File: src/rtl/varshift_feeder.sv
// Packs 0..3-bit MSB-first symbols into N-bit words held in an external variable shift register.
// Defining VARSHIFT_FEEDER_FLUSH_EN enables zero-padding of a partial word on flush_req.
module varshift_feeder #(
    parameter int unsigned N = 8
) (
    input  logic                   clk,
    input  logic                   rst,
    input  logic                   sym_valid,
    input  logic [2:0]             sym_data,
    input  logic [1:0]             sym_len,
    output logic                   sym_ready,
    input  logic                   flush_req,
    output logic [1:0]             sh_amount,
    output logic [2:0]             sin,
    output logic                   sr_clr,
    output logic                   word_valid,
    input  logic                   word_ready,
    output logic [$clog2(N+1)-1:0] fill
);

`ifdef VARSHIFT_FEEDER_FLUSH_EN
    localparam bit FlushEn = 1'b1;
`else
    localparam bit FlushEn = 1'b0;
`endif

    localparam int unsigned FW = $clog2(N + 1);
    typedef logic [FW:0] cnt_t;
    localparam cnt_t NFull = cnt_t'(N);

    typedef enum logic [1:0] {
        StFill,
        StFull,
        StPad
    } state_e;

    state_e          state_q, state_d;
    logic [FW-1:0]   fill_q, fill_d;
    logic [1:0]      count_q, count_d;
    logic [1:0][2:0] data_q, data_d;
    logic [1:0][1:0] len_q, len_d;

    logic       have_head;
    logic       push;
    logic       pop;
    logic       trim;
    logic [1:0] shift_amt;
    cnt_t       room;
    cnt_t       fill_sum;

    assign sym_ready  = (count_q < 2'd2);
    assign word_valid = (state_q == StFull);
    assign sr_clr     = ~rst;
    assign fill       = fill_q;
    assign sh_amount  = shift_amt;
    assign sin        = (state_q == StFill && have_head) ? data_q[0] : 3'b000;

    // Shift decision depends only on registered state.
    always_comb begin
        have_head = (count_q != 2'd0);
        room      = NFull - {1'b0, fill_q};
        push      = sym_valid && sym_ready && (sym_len != 2'd0);
        shift_amt = 2'd0;
        pop       = 1'b0;
        trim      = 1'b0;
        unique case (state_q)
            StFill: begin
                if (have_head) begin
                    if (cnt_t'(len_q[0]) <= room) begin
                        shift_amt = len_q[0];
                        pop       = 1'b1;
                    end else begin
                        shift_amt = room[1:0];
                        trim      = 1'b1;
                    end
                end
            end
            StPad:   shift_amt = (room > cnt_t'(3)) ? 2'd3 : room[1:0];
            default: ;
        endcase
        fill_sum = {1'b0, fill_q} + cnt_t'(shift_amt);
    end

    always_comb begin
        data_d  = data_q;
        len_d   = len_q;
        count_d = count_q;
        state_d = state_q;
        fill_d  = fill_q;

        // A partially consumed head keeps its unshifted remainder left-justified.
        if (trim) begin
            data_d[0] = data_q[0] << shift_amt;
            len_d[0]  = len_q[0] - shift_amt;
        end
        if (pop) begin
            data_d[0] = data_q[1];
            len_d[0]  = len_q[1];
            count_d   = count_q - 2'd1;
        end
        if (push) begin
            data_d[count_d[0]] = sym_data;
            len_d[count_d[0]]  = sym_len;
            count_d            = count_d + 2'd1;
        end

        unique case (state_q)
            StFill, StPad: begin
                fill_d = fill_sum[FW-1:0];
                if (fill_sum == NFull) begin
                    state_d = StFull;
                end else if (state_q == StFill && !have_head && FlushEn && flush_req &&
                             fill_q != '0) begin
                    state_d = StPad;
                end
            end
            StFull: begin
                if (word_ready) begin
                    fill_d  = '0;
                    state_d = StFill;
                end
            end
            default: state_d = StFill;
        endcase
    end

    always_ff @(posedge clk) begin
        if (!rst) begin
            state_q <= StFill;
            fill_q  <= '0;
            count_q <= '0;
            data_q  <= '0;
            len_q   <= '0;
        end else begin
            state_q <= state_d;
            fill_q  <= fill_d;
            count_q <= count_d;
            data_q  <= data_d;
            len_q   <= len_d;
        end
    end

endmodule
File: config.mk
export PLATFORM = sky130hd
export DESIGN_NAME = varshift_feeder
export DESIGN_NICKNAME = d
export VERILOG_FILES = /design/src/rtl/varshift_feeder.sv
export SDC_FILE = /design/constraint.sdc
export NUM_CORES = 1
export LEC_CHECK = 0
export BUFFER_PORTS_ARGS = -buffer_cell sky130_fd_sc_hd__buf_2
export CORE_UTILIZATION = 50
export DETAILED_ROUTE_END_ITERATION = 7
export PLACE_DENSITY = 0.74
export SYNTH_ARGS = -nofsm -noshare
export SYNTH_HDL_FRONTEND = slang
export SYNTH_SLANG_ARGS = --single-unit
File: constraint.sdc
create_clock -name clk -period 3.64 [get_ports clk]
set_clock_uncertainty 0.1 [all_clocks]
set_input_delay 0.364 -clock clk [delete_from_list [all_inputs] [get_ports clk]]
set_output_delay 0.364 -clock clk [all_outputs]
set_load 0.05 [all_outputs]
; Word-level counts from Yosys, hierarchy flattened
; Index checks and enable logic that the tools add are counted.
[totals]
register_bits = 18
input_bits = 10
out_inout_bits = 12
wordCells = 65
[op_classes]
addsub = 5
n_lt_le_gt_ge = 5
eq_ne = 5
shifts = 1
muxes = 30
n_bitwise = 1
reduce_logical = 11
[op_table]
columns = op, count
row1 = $mux 2, 11
row2 = $mux 3, 5
row3 = $pmux 2 s2, 2
row4 = $pmux 4 s2, 1
row5 = $bwmux 6, 1
row6 = $mux 1, 6
row7 = $reduce_bool 2->1, 3
row8 = $add 4x2->5, 1
row9 = $eq 5x4->1 const B, 1
row10 = $gt 5x2->1 const B, 1
row11 = $le 2x5->1, 1
row12 = $sub 4x4->5 const A, 1
row13 = $bwmux 4, 1
row14 = $logic_and 1x1->1, 4
row15 = $mux 4, 1
row16 = $reduce_and 2->1, 2
row17 = $demux 3 s1, 1
row18 = $shl 3x2->3, 1
row19 = $add 2x1->2 const B, 1
row20 = $demux 2 s1, 1
row21 = $eq 2x1->1 const B, 1
row22 = $eq 2x2->1 const B, 1
row23 = $logic_not 2->1, 1
row24 = $lt 1x2->1 const B, 1
row25 = 8 further kinds, 8

; Depth between registers and ports, before layout
; Gate-level depths: netlist of run 1.
[depth]
depth_word = 12
ltp_mapped = 16
mapped_depth_nobuf = 16

; Worst setup path before layout of run 1
; No wires, ideal clock.
[synth_timing]
path_type = flip-flop to flip-flop
startpoint = reg fill_q[0] (netlist: fill[0])
endpoint = reg fill_q[1] (netlist: fill[1])
setup_time_ps = 115
arrival_ps = 4278
required_ps = 3425
path_slack_ps = -853
stages_incl_launch_ff = 15
path_buffers = 0
period_less_slack_ps = 4493
path_cell_list = dfxtp_1 > inv_1 > ha_1 > inv_1 > ha_1 > nor2b_1 > o211ai_2 > nor2_2 > nand2_1 > a21oi_1 > ha_1 > fa_1 > inv_1 > o22ai_1 > and2_1
[synth_via]
elab_chain_cells = 7
word_cells_on_any_way = 9
classes_between = add/sub (2) / order compare (2) / mux (5)
[synth_rtl]
columns = item, line_no
row1 = "start, declared", 38  ; logic [FW-1:0] fill_q, fill_d;
row2 = "start signal, assigned", 136  ; fill_q <= fill_d;
row3 = $sub 4x4->5 *, 61  ; room = NFull - {1'b0, fill_q};
row4 = $le 2x5->1, 69  ; if (cnt_t'(len_q[0]) <= room) begin
row5 = $mux 2, 69
row6 = $mux 2, 68  ; if (have_head) begin
row7 = $pmux 2 s2 *, 66  ; unique case (state_q)
row8 = named net sh_amount[0], 13  ; output logic [1:0] sh_amount,
row9 = $add 4x2->5 *, 81  ; fill_sum = {1'b0, fill_q} + cnt_t'(shift_amt);
row10 = $pmux 4 s2 *, 107  ; unique case (state_q)
; Mark *: on every way through the listed nets, which the timed path passes. The rest lies on a longest branch.
; A chain may end at the register's enable or synchronous reset.

; Worst setup path after layout of run 1
[layout_timing]
startpoint = reg fill_q[0] (netlist: fill[0])
endpoint = reg state_q[0]
[layout_via]
elab_chain_cells = 9
word_cells_on_any_way = 11
classes_between = add/sub (2) / order compare (2) / eq/ne (2) / mux (4) / reduce/logical (1)
[layout_rtl]
columns = item, line_no
row1 = $sub 4x4->5, 61
row2 = $le 2x5->1, 69
row3 = $mux 2, 69
row4 = $mux 2, 68
row5 = $pmux 2 s2, 66
row6 = $add 4x2->5 *, 81
row7 = $eq 5x4->1 *, 110  ; if (fill_sum == NFull) begin
row8 = $ne 2x2->1 (no line) *, -
row9 = $reduce_and 2->1 (no line) *, -
row10 = "end signal, assigned", 129  ; state_q <= StFill;
row11 = "end signal, assigned", 135  ; state_q <= state_d;
row12 = "end, declared", 37  ; state_e state_q, state_d;
; Mark *: on every way between the ends. The rest lies on a longest branch, timed or not.

==> results of run 1 <==
-- through the flow --
| stage | power (mW) | instances |
|---|---|---|
| after floorplan | 0.816 | 138 |
| after global placement | 0.964 | 185 |
| after detailed placement | 0.999 | 185 |
| after CTS | 1.09 | 189 |
| after global routing | 1.18 | 189 |
| final | 1.09 | 189 |
-- power by group --
| part | switching, mW | leakage [nW] | internal [mW] |
|---|---|---|---|
| Combinational | 0.433 | 0.413 | 0.268 |
| Sequential | 0.0538 | 0.140 | 0.239 |
| Clock | 0.0534 | 0.0150 | 0.0425 |
-- routing by layer --
metal / share of wire [%] / wire length, um
met1: 47 / 1170
met3: 2.1 / 51
met4: 0.93 / 23
met2: 50 / 1240
met5: 0 / 0
-- cells by family after synthesis --
kind of cell    after synthesis  share of synthesized area (%)
xor+xnor                      5                           4.40
fa+ha+maj                     9                           10.3
mux                          10                           8.58
flops                        17                           29.2
simple gates                 46                           18.8
buf+inv                      16                           5.90
compound gates               35                           22.9
-- synth_stat cells --
cell / n
nor2b_1: 3
o31ai_1: 1
o41ai_1: 1
ha_1: 8
clkbuf_1: 3
nand3_1: 2
o41ai_4: 1
fa_1: 1
or2_2: 1
o21ai_0: 11
nand2_1: 13
inv_1: 11
a41oi_1: 1
xor2_2: 1
nor2_1: 16
buf_2: 1
a222oi_1: 1
o2bb2ai_1: 1
o211ai_1: 2
buf_6: 1
xor2_1: 1
o2111a_1: 1
o22ai_1: 2
xnor2_1: 3
dfxtp_1: 17
o211ai_2: 1
a211oi_4: 1
nand4_1: 1
mux2i_1: 10
nor2_2: 1
a21oi_1: 4
nand3b_1: 1
nor3_1: 1
nor4_2: 1
a31oi_1: 5
a32oi_1: 1
and2_1: 6
a22o_1: 1
-- area by class of cell --
class	count	area [sq um]	area share (%)
Clock buffer	4	26.3	1.94
Inverter	11	41.3	3.04
Multi-Input combinational cell	105	776	57.2
Sequential cell	17	348	25.6
Tap cell	28	35.0	2.58
Timing Repair Buffer	24	130	9.59
-- layout by cell type, fill, tap and decap left out, types with 2 or more instances in the layout --
| cell | synthesis | layout |
|---|---|---|
| a21oi_1 | 4 | 3 |
| a31oi_1 | 5 | 5 |
| and2_1 | 6 | 6 |
| buf_2 | 1 | 20 |
| buf_4 | 0 | 4 |
| clkbuf_4 | 0 | 3 |
| dfxtp_1 | 17 | 15 |
| dfxtp_4 | 0 | 2 |
| ha_1 | 8 | 8 |
| inv_1 | 11 | 11 |
| mux2i_1 | 10 | 10 |
| nand2_1 | 13 | 13 |
| nand3_1 | 2 | 2 |
| nor2_1 | 16 | 15 |
| nor2b_1 | 3 | 3 |
| o211ai_1 | 2 | 2 |
| o21ai_0 | 11 | 11 |
| o22ai_1 | 2 | 2 |
| xnor2_1 | 3 | 3 |
-- registers in the layout (all words and copies together), names as in the netlist --
name	cells
state_q	1
fill	4
data_q	6
count_q	2
len_q	4
-- critical path, delay by kind of cell (launching register included) --
family          cells  cell delay (ns)
fa+ha+maj           3             0.98
simple gates        6             0.75
flops               1             0.42
compound gates      3             0.39
mux                 1             0.33
buf+inv             2             0.18
xor+xnor            1             0.12
-- worst max-delay path by stage --
stage / cells past startpoint / startpoint / slack (ns) / end
final: 16 / fill[0] / 0.30 / state_q[0]
after floorplan: 14 / fill[0] / 0.05 / fill[1]
after global routing: 16 / fill[0] / 0.02 / state_q[0]
after detailed placement: 16 / fill[0] / 0.31 / state_q[0]
after global placement: 16 / fill[0] / 0.40 / state_q[0]
after CTS: 16 / fill[0] / 0.28 / state_q[0]
==> metrics.txt, run 1 <==
WHS=around 0.23 ns; cts bufs inserted=3; Worst Path Max Fanout=9; largest net degree at the start of global routing=13; CP cell instances=inv_1, ha_1, inv_1, ha_1, nor2b_1, o211ai_2, nor2_2, mux2i_1, nor2_4, ha_1, a21oi_1, nor2b_1, xnor2_1, nor2_1, nand4_1, a21oi_1; area of the core=~2200 sq um; Avg Synthesized Cell Area=roughly 8.5 sq um; fin area=1360 sq um; Hold Path Stages=3; post-synthesis cell area=1170 sq um; Horiz. Die Dim=around 50 um; VDD IR max=~560 uV; Worst-Margin Slew=a little under 0.6 ns; min setup slack post-route=between 0.3 and 0.4 ns; grt met3 use=around 2.1%; Tcrit/Tclk final=91.7%; vias per cell=about 5.6; CTS Hold Bufs=0; post-cts repair resize count=0; gr busiest metal=met2; dpl ws=0.308 ns; dpl cell area=approximately 1300 sq um; via count=approximately 1100; RSZ-0062 raised after global routing=no; DR iter-0 viols=18; layout cells sized above 1=23.6%; grt ovf=0; worst hold path type=in2reg; I/O pins=22; ANT cells=0; Setup TNS=0 ns; later-pin clock latency in the skew report=about 0.28 ns; WHS Endpoint=data_q[2]; gpl congestion=approximately 0.77; total leakage power=0.569 nW; # DRC=0; slowest cell on the critical path=dfxtp_4; CP startpoint kind=flop; row count=17; CTS HTree Levels=1; Data required, critical path=roughly 3.8 ns; Clock Sink Count=17; post-CTS setup buffer count=0; critical path endpoint category=flop; dominant cells by area after synthesis=dfxtp_1 (29%), ha_1 (8.6%), mux2i_1 (8.6%), nor2_1 (5.2%), o21ai_0 (4.7%); initial antenna violation count=0; DIE AREA=2530 sq um; Starting Density=between 50% and 60%; Final nets=roughly 180; global-route wire length before repair=4310 um; post-synthesis sequential area ratio=29.2%; Worst Reg-to-Reg Cells=16; RR Endpoint=state_q[0]; area grow syn2layout=16.3%; HPWL after DPL=about 2000 um; reg-to-reg slack, setup=a little over 0.3 ns; met1 Track Usage GR=between 20% and 30%; syn_nets=roughly 160; TritonCTS clock tree=yes; CP arrival=between 3 and 4 ns; gr usage total=21.8%; Pins Over Slew Limit=0; min Tclk post-route=roughly 3.3 ns; Synth top area share=between 20% and 30%; die height=between 50 and 60 um; root buffer cell=clkbuf_4; Routed WL=about 2500 um; max_cap viols=0; power per cell area=between 800 and 900 nW/um^2; vias in the first global route=998; WS Path Type=reg2reg; max incr delay on CP=between 0.4 and 0.5 ns; Yosys top cell by area=dfxtp_1; yosys warns=0; HP Start=sym_data[2]; max_slew headroom=a little over 60%; Setup Viol. Count Final=0; Synth cell types=38; TritonRoute pass-1 iters=4; Reg-to-Reg Start=fill[0]; Max Freq=around 300 MHz; CTS Buffer Depth=2; Clock transition at path regs=~0.090 ns; DR WL/cell=about 13 um; Core Util, Final=~61%; Cells after Synth=roughly 140; Final Hold Fails=0; grt met2 use=between 30% and 40%; most frequent CP cell=ha_1; Yosys reg bits=17; Antenna Violating Nets Remaining=0; fill count=210; I/O Buffers=20; status=completed
No activity file was read; power rests on OpenSTA's default activity.
==> run 2, diff against run 1 <==
--- a/config.mk
+++ b/config.mk
@@ -5,7 +5,9 @@
 export SDC_FILE = /design/constraint.sdc
 export NUM_CORES = 1
 export LEC_CHECK = 0
+export ABC_AREA = 1
 export BUFFER_PORTS_ARGS = -buffer_cell sky130_fd_sc_hd__buf_2
+export CORE_MARGIN = 2
 export CORE_UTILIZATION = 50
 export DETAILED_ROUTE_END_ITERATION = 7
 export PLACE_DENSITY = 0.74
==> run 2 against run 1 <==
Area after synthesis decreased by 1.6%. Global-route usage fell by 3.5 points. Routed wire length decreased by 11%. Largest power group unchanged. Largest cell class unchanged. Worst setup slack improved by 0.13 ns. Power down 15%. Final cell count is 12% higher. Design area decreased by 4.6%. Critical endpoint unchanged. Hold slack got worse by 0.014 ns. Clock-buffer cell count stayed put. Highest routed layer unchanged.
==> metrics.txt, run 2 <==
ANT cells=0 (unchanged); global-route wire length before repair=3800 um (-12%); Final nets=204 (+13%); gr usage total=18.3% (-3.5 points); Setup Viol. Count Final=0 (unchanged); Non-Filler Instances=212 (+12%); area of the core=2190 sq um (-0.96%); DR iter-0 viols=11 (-7); Post-synth EDFFs=0 (unchanged); yosys warns=0 (unchanged); worst hold path type=in2reg; DIE AREA=2690 sq um (+6.5%); Synth top cells by count=nand2_1 (33), inv_1 (24), dfxtp_1 (17); grt ovf=0 (unchanged); row count=17 (unchanged); area fraction in compound gates after synthesis=15.9% (-6.9 points); power per cell area=715 nW/um^2 (-11%); Antenna Violating Nets Remaining=0 (unchanged); Setup TNS=0 ns (unchanged); WS Path Type=reg2reg; post-synthesis cell area=1150 sq um (-1.6%); via count=1068 (+1.4%); # DRC=0 (unchanged); Synth cell types=30 (-21%); main combinational cell family by area after synthesis=simple AND/OR/NAND/NOR gates; Storage cell area=340 sq um (-2.2%); most frequent cell after synthesis=nand2_1; later-pin clock latency in the skew report=0.29 ns (about the same); post-synthesis sequential area ratio=29.7% (+0.48 points); Starting Density=52.4% (-0.34 points); largest net degree at the start of global routing=15 (+2); max_slew headroom=77.5% (+17 points); CTS Hold Bufs=0 (unchanged); layout cells sized above 1=22.3% (-1.3 points); vias per cell=5.04 (-9.6%); Worst Path Max Fanout=7 (-2); most frequent cells in the layout=nand2_1 (33), inv_1 (24), buf_2 (20); Tcrit/Tclk final=88.2% (-3.5 points); TritonRoute pass-1 iters=4 (unchanged); Synth top area share=29.7% (+0.48 points); TritonCTS clock tree=yes; gr busiest metal=met2; total leakage power=0.652 nW (+15%); root buffer cell=clkbuf_4; commonest non-fill, non-tap cell in the layout=nand2_1; Clock Sink Count=17 (unchanged); RSZ-0062 raised after global routing=no; die height=51.9 um (+3.2%); Final Hold Fails=0 (unchanged); min Tclk post-route=3.21 ns (-0.129 ns); Yosys reg bits=17 (unchanged); post-synthesis simple-gate area fraction=33.2% (+14 points); multiplexer area fraction after synthesis=0% (-8.6 points); HPWL after DPL=1840 um (-6.4%); synthesized-area fraction occupied by adder cells=10.5% (+0.17 points); DR WL/cell=10.4 um (-21%); vias in the first global route=937 (-6.1%); DP Cell Count=208 (+12%); gpl congestion=0.794 (+3.3%); Cells after Synth=162 (+17%); CP startpoint kind=flop; fill count=217 (+3.3%); dominant cells by area after synthesis=dfxtp_1 (30%), nand2_1 (11%), ha_1 (8.7%), inv_1 (7.9%), o21ai_0 (5.2%); syn_nets=181 (+15%); VDD IR max=485 uV (-13%); Top reg by flops=data_q; area grow syn2layout=12.8%; Data required, critical path=3.78 ns (+0.03 ns); Async SR Flop Fraction=0% (unchanged); CTS Buffer Depth=2 (unchanged); post-cts repair resize count=0 (unchanged); cts bufs inserted=3 (unchanged); max_cap viols=0 (unchanged); CP arrival=3.35 ns (-0.10 ns); Synth Area in XOR/XNOR=0.763% (-3.6 points); post-CTS setup buffer count=0 (unchanged); CTS HTree Levels=1 (unchanged); Yosys top cell by area=dfxtp_1; Top FF cell, synth=dfxtp_1; max reg flops=6 (unchanged); Avg Synthesized Cell Area=7.08 sq um (-16%); I/O pins=22 (unchanged); area occupied by multi-input gates=692 sq um (-11%); initial antenna violation count=0 (unchanged); met1 Track Usage GR=23.2% (-5.1 points); critical path endpoint category=flop; Clock transition at path regs=0.09 ns (about the same); grt met2 use=31.4% (-6.3 points); status=completed; Worst-Margin Slew=0.337 ns (-0.248 ns); I/O Buffers=20 (unchanged); grt met3 use=1.72% (-0.40 points); Routed WL=2210 um (-11%); Max Freq=312 MHz (+4.0%); Horiz. Die Dim=51.9 um (+3.2%); Pins Over Slew Limit=0 (unchanged)
## run 2: layout make-up
cell class,count,area share (%)
Multi-Input combinational cell,117,53.5
Sequential cell,17,26.3
Timing Repair Buffer,20,7.74
Inverter,26,7.74
Tap cell,28,2.71
Clock buffer,4,2.03
## run 2: worst paths after layout
check,start,end,slack [ns],depth (start not counted)
min,sym_data[1],data_q[4],0.22,3
min reg2reg,data_q[5],data_q[5],0.38,2
max,fill[0],state_q[0],0.43,17
max reg2reg,fill[0],state_q[0],0.43,17
## run 2: stage by stage
step           setup WS [ns]  hold WS [ns]  cell area, sq um  util [%]  power (mW)
2_1_floorplan          0.148         0.354              1150         -       0.729
3_3_place_gp           0.497         0.367              1270      57.9       0.817
3_5_place_dp           0.440         0.368              1270      57.9       0.836
4_1_cts                0.416         0.216              1290      59.1       0.932
5_1_grt                0.224         0.220              1290      59.1        1.01
6_report               0.430         0.220              1290      59.1       0.925
## run 2: cell families (layout without fill, tap and decap cells)
logic type      after synthesis  count (layout)
buf+inv                      28              50
flops                        17              17
compound gates               32              32
simple gates                 75              75
fa+ha+maj                     9               9
xor+xnor                      1               1
## run 2: routing by layer
metal,routed length [um],vias to the layer above
met5,0,-
met4,25,0
met3,55,4
met2,1050,13
met1,1080,477
li1,-,574
## run 2: worst max-delay path: stages (launching register included)
cell	delay, ns
dfxtp_1	0.47
inv_1	0.09
ha_1	0.33
inv_1	0.05
ha_1	0.29
nand2_1	0.06
nand2_1	0.05
nand2_1	0.08
nor2_4	0.15
nand2_4	0.09
nand3_1	0.11
nand2_2	0.11
ha_1	0.25
fa_1	0.46
nor2_1	0.12
nand2_1	0.06
nor3_1	0.17
o21a_1	0.12
## run 2: report_power, final
part	internal, mW	total [mW]	switching [mW]
sequential	0.235	0.268	0.0327
combinational	0.174	0.560	0.385
clock	0.0426	0.0971	0.0545
total	0.452	0.925	0.473
==> run 3, diff against run 2 <==
--- a/config.mk
+++ b/config.mk
@@ -10,6 +10,7 @@
 export CORE_MARGIN = 2
 export CORE_UTILIZATION = 50
 export DETAILED_ROUTE_END_ITERATION = 7
+export MAX_ROUTING_LAYER = met4
 export PLACE_DENSITY = 0.74
 export SYNTH_ARGS = -nofsm -noshare
 export SYNTH_HDL_FRONTEND = slang
==> run 3 against run 2 <==
First-iteration DRC count stayed put. Critical endpoint unchanged. Die area stayed put. Highest routed layer unchanged. Largest power group unchanged. Routed wire length is 0.14% lower. Critical path type unchanged. Core utilization stayed put.
==> metrics.txt, run 3 (synthesis gave the netlist of run 2 again) <==
I/O pins=22 (unchanged); DR WL/cell=10.4 um (-0.14%); Data required, critical path=3.78 ns (about the same); Horiz. Die Dim=51.9 um (unchanged); area grow syn2layout=12.8% (unchanged); most frequent cells in the layout=nand2_1 (33), inv_1 (24), buf_2 (20); dpl ws=0.440 ns (unchanged); Final Hold Fails=0 (unchanged); Setup TNS=0 ns (unchanged); CTS HTree Levels=1 (unchanged); min setup slack post-route=0.430 ns (unchanged); # DRC=0 (unchanged); Pins Over Slew Limit=0 (unchanged); global-route wire length before repair=3800 um (unchanged); Antenna Violating Nets Remaining=0 (unchanged); via count=1068 (unchanged); RSZ-0062 raised after global routing=no; Clock transition at path regs=0.09 ns (about the same); Worst Path Max Fanout=7 (unchanged); die height=51.9 um (unchanged); grt ovf=0 (unchanged); post-cts repair resize count=0 (unchanged); TritonRoute pass-1 iters=4 (unchanged); total leakage power=0.652 nW (unchanged); Max Freq=312 MHz (unchanged); DIE AREA=2690 sq um (unchanged); Routed WL=2210 um (-0.14%); gr usage total=18.8% (+0.48 points); CTS Hold Bufs=0 (unchanged); vias per cell=5.04 (unchanged); initial antenna violation count=0 (unchanged); WHS=0.221 ns (+0.00117 ns); Top reg by flops=data_q; Core Util, Final=59.1% (unchanged); root buffer cell=clkbuf_4; gpl congestion=0.805 (+1.4%); max reg flops=6 (unchanged); CP startpoint kind=flop; area of the core=2190 sq um (unchanged); ANT cells=0 (unchanged); HPWL after DPL=1840 um (unchanged); worst hold path type=in2reg; status=completed; CTS Buffer Depth=2 (unchanged); Worst-Margin Slew=0.337 ns (unchanged); CP arrival=3.34 ns (about the same); power per cell area=715 nW/um^2 (about the same); cts bufs inserted=3 (unchanged); fin area=1290 sq um (unchanged); Starting Density=52.4% (unchanged); TritonCTS clock tree=yes; post-CTS setup buffer count=0 (unchanged); later-pin clock latency in the skew report=0.29 ns (about the same); largest net degree at the start of global routing=15 (unchanged); VDD IR max=485 uV (about the same); commonest non-fill, non-tap cell in the layout=nand2_1; dpl cell area=1270 sq um (unchanged); min Tclk post-route=3.21 ns (unchanged); critical path endpoint category=flop; DR iter-0 viols=11 (unchanged); WS Path Type=reg2reg; Tcrit/Tclk final=88.2% (unchanged); Clock Sink Count=17 (unchanged); max_cap viols=0 (unchanged); max_slew headroom=77.5% (unchanged); row count=17 (unchanged); Setup Viol. Count Final=0 (unchanged); Final nets=204 (unchanged); layout cells sized above 1=22.3% (unchanged); I/O Buffers=20 (unchanged); vias in the first global route=936 (-0.11%)
## run 3: metal layers
| layer | track usage, % | vias up | share of wire [%] |
|---|---|---|---|
| li1 | - | 574 | - |
| met1 | 23.2 | 477 | 49 |
| met2 | 31.4 | 13 | 48 |
| met3 | 1.72 | 4 | 2.4 |
| met4 | 7.89 | 0 | 1.2 |
| met5 | - | - | 0 |
## run 3: area by class of cell
class / instances / area, sq um
multi-input cells: 117 / 692
well taps: 28 / 35.0
inverters: 26 / 100
repair buffers: 20 / 100
fillers: 217 / 897
flip-flops and latches: 17 / 340
clock buffers: 4 / 26.3
## run 3: worst max-delay path: stages, from the launching register on
cell and delay (ns):
dfxtp_1 0.47, inv_1 0.09, ha_1 0.33, inv_1 0.05, ha_1 0.29, nand2_1 0.06
nand2_1 0.05, nand2_1 0.08, nor2_4 0.15, nand2_4 0.09, nand3_1 0.11, nand2_2 0.11
ha_1 0.25, fa_1 0.46, nor2_1 0.12, nand2_1 0.06, nor3_1 0.17, o21a_1 0.12
## run 3: power breakdown
group          total [mW]  switching, mW  internal, mW  leakage, nW
registers           0.268         0.0327         0.235        0.139
logic               0.560          0.386         0.174        0.498
clock network      0.0968         0.0541        0.0426       0.0150
## run 3: through the flow
stage                     total power [mW]  cells
after floorplan                      0.729    162
after global placement               0.817    208
after CTS                            0.932    212
after global routing                  1.01    212
final                                0.925    212
after detailed placement             0.836    208
## run 3: path summary, 6_finish.rpt
check                to  depth (start not counted)  slack (ns)         from
max reg2reg  state_q[0]                         17        0.43      fill[0]
min           data_q[4]                          3        0.22  sym_data[1]
min reg2reg   data_q[5]                          2        0.38    data_q[5]
max          state_q[0]                         17        0.43      fill[0]
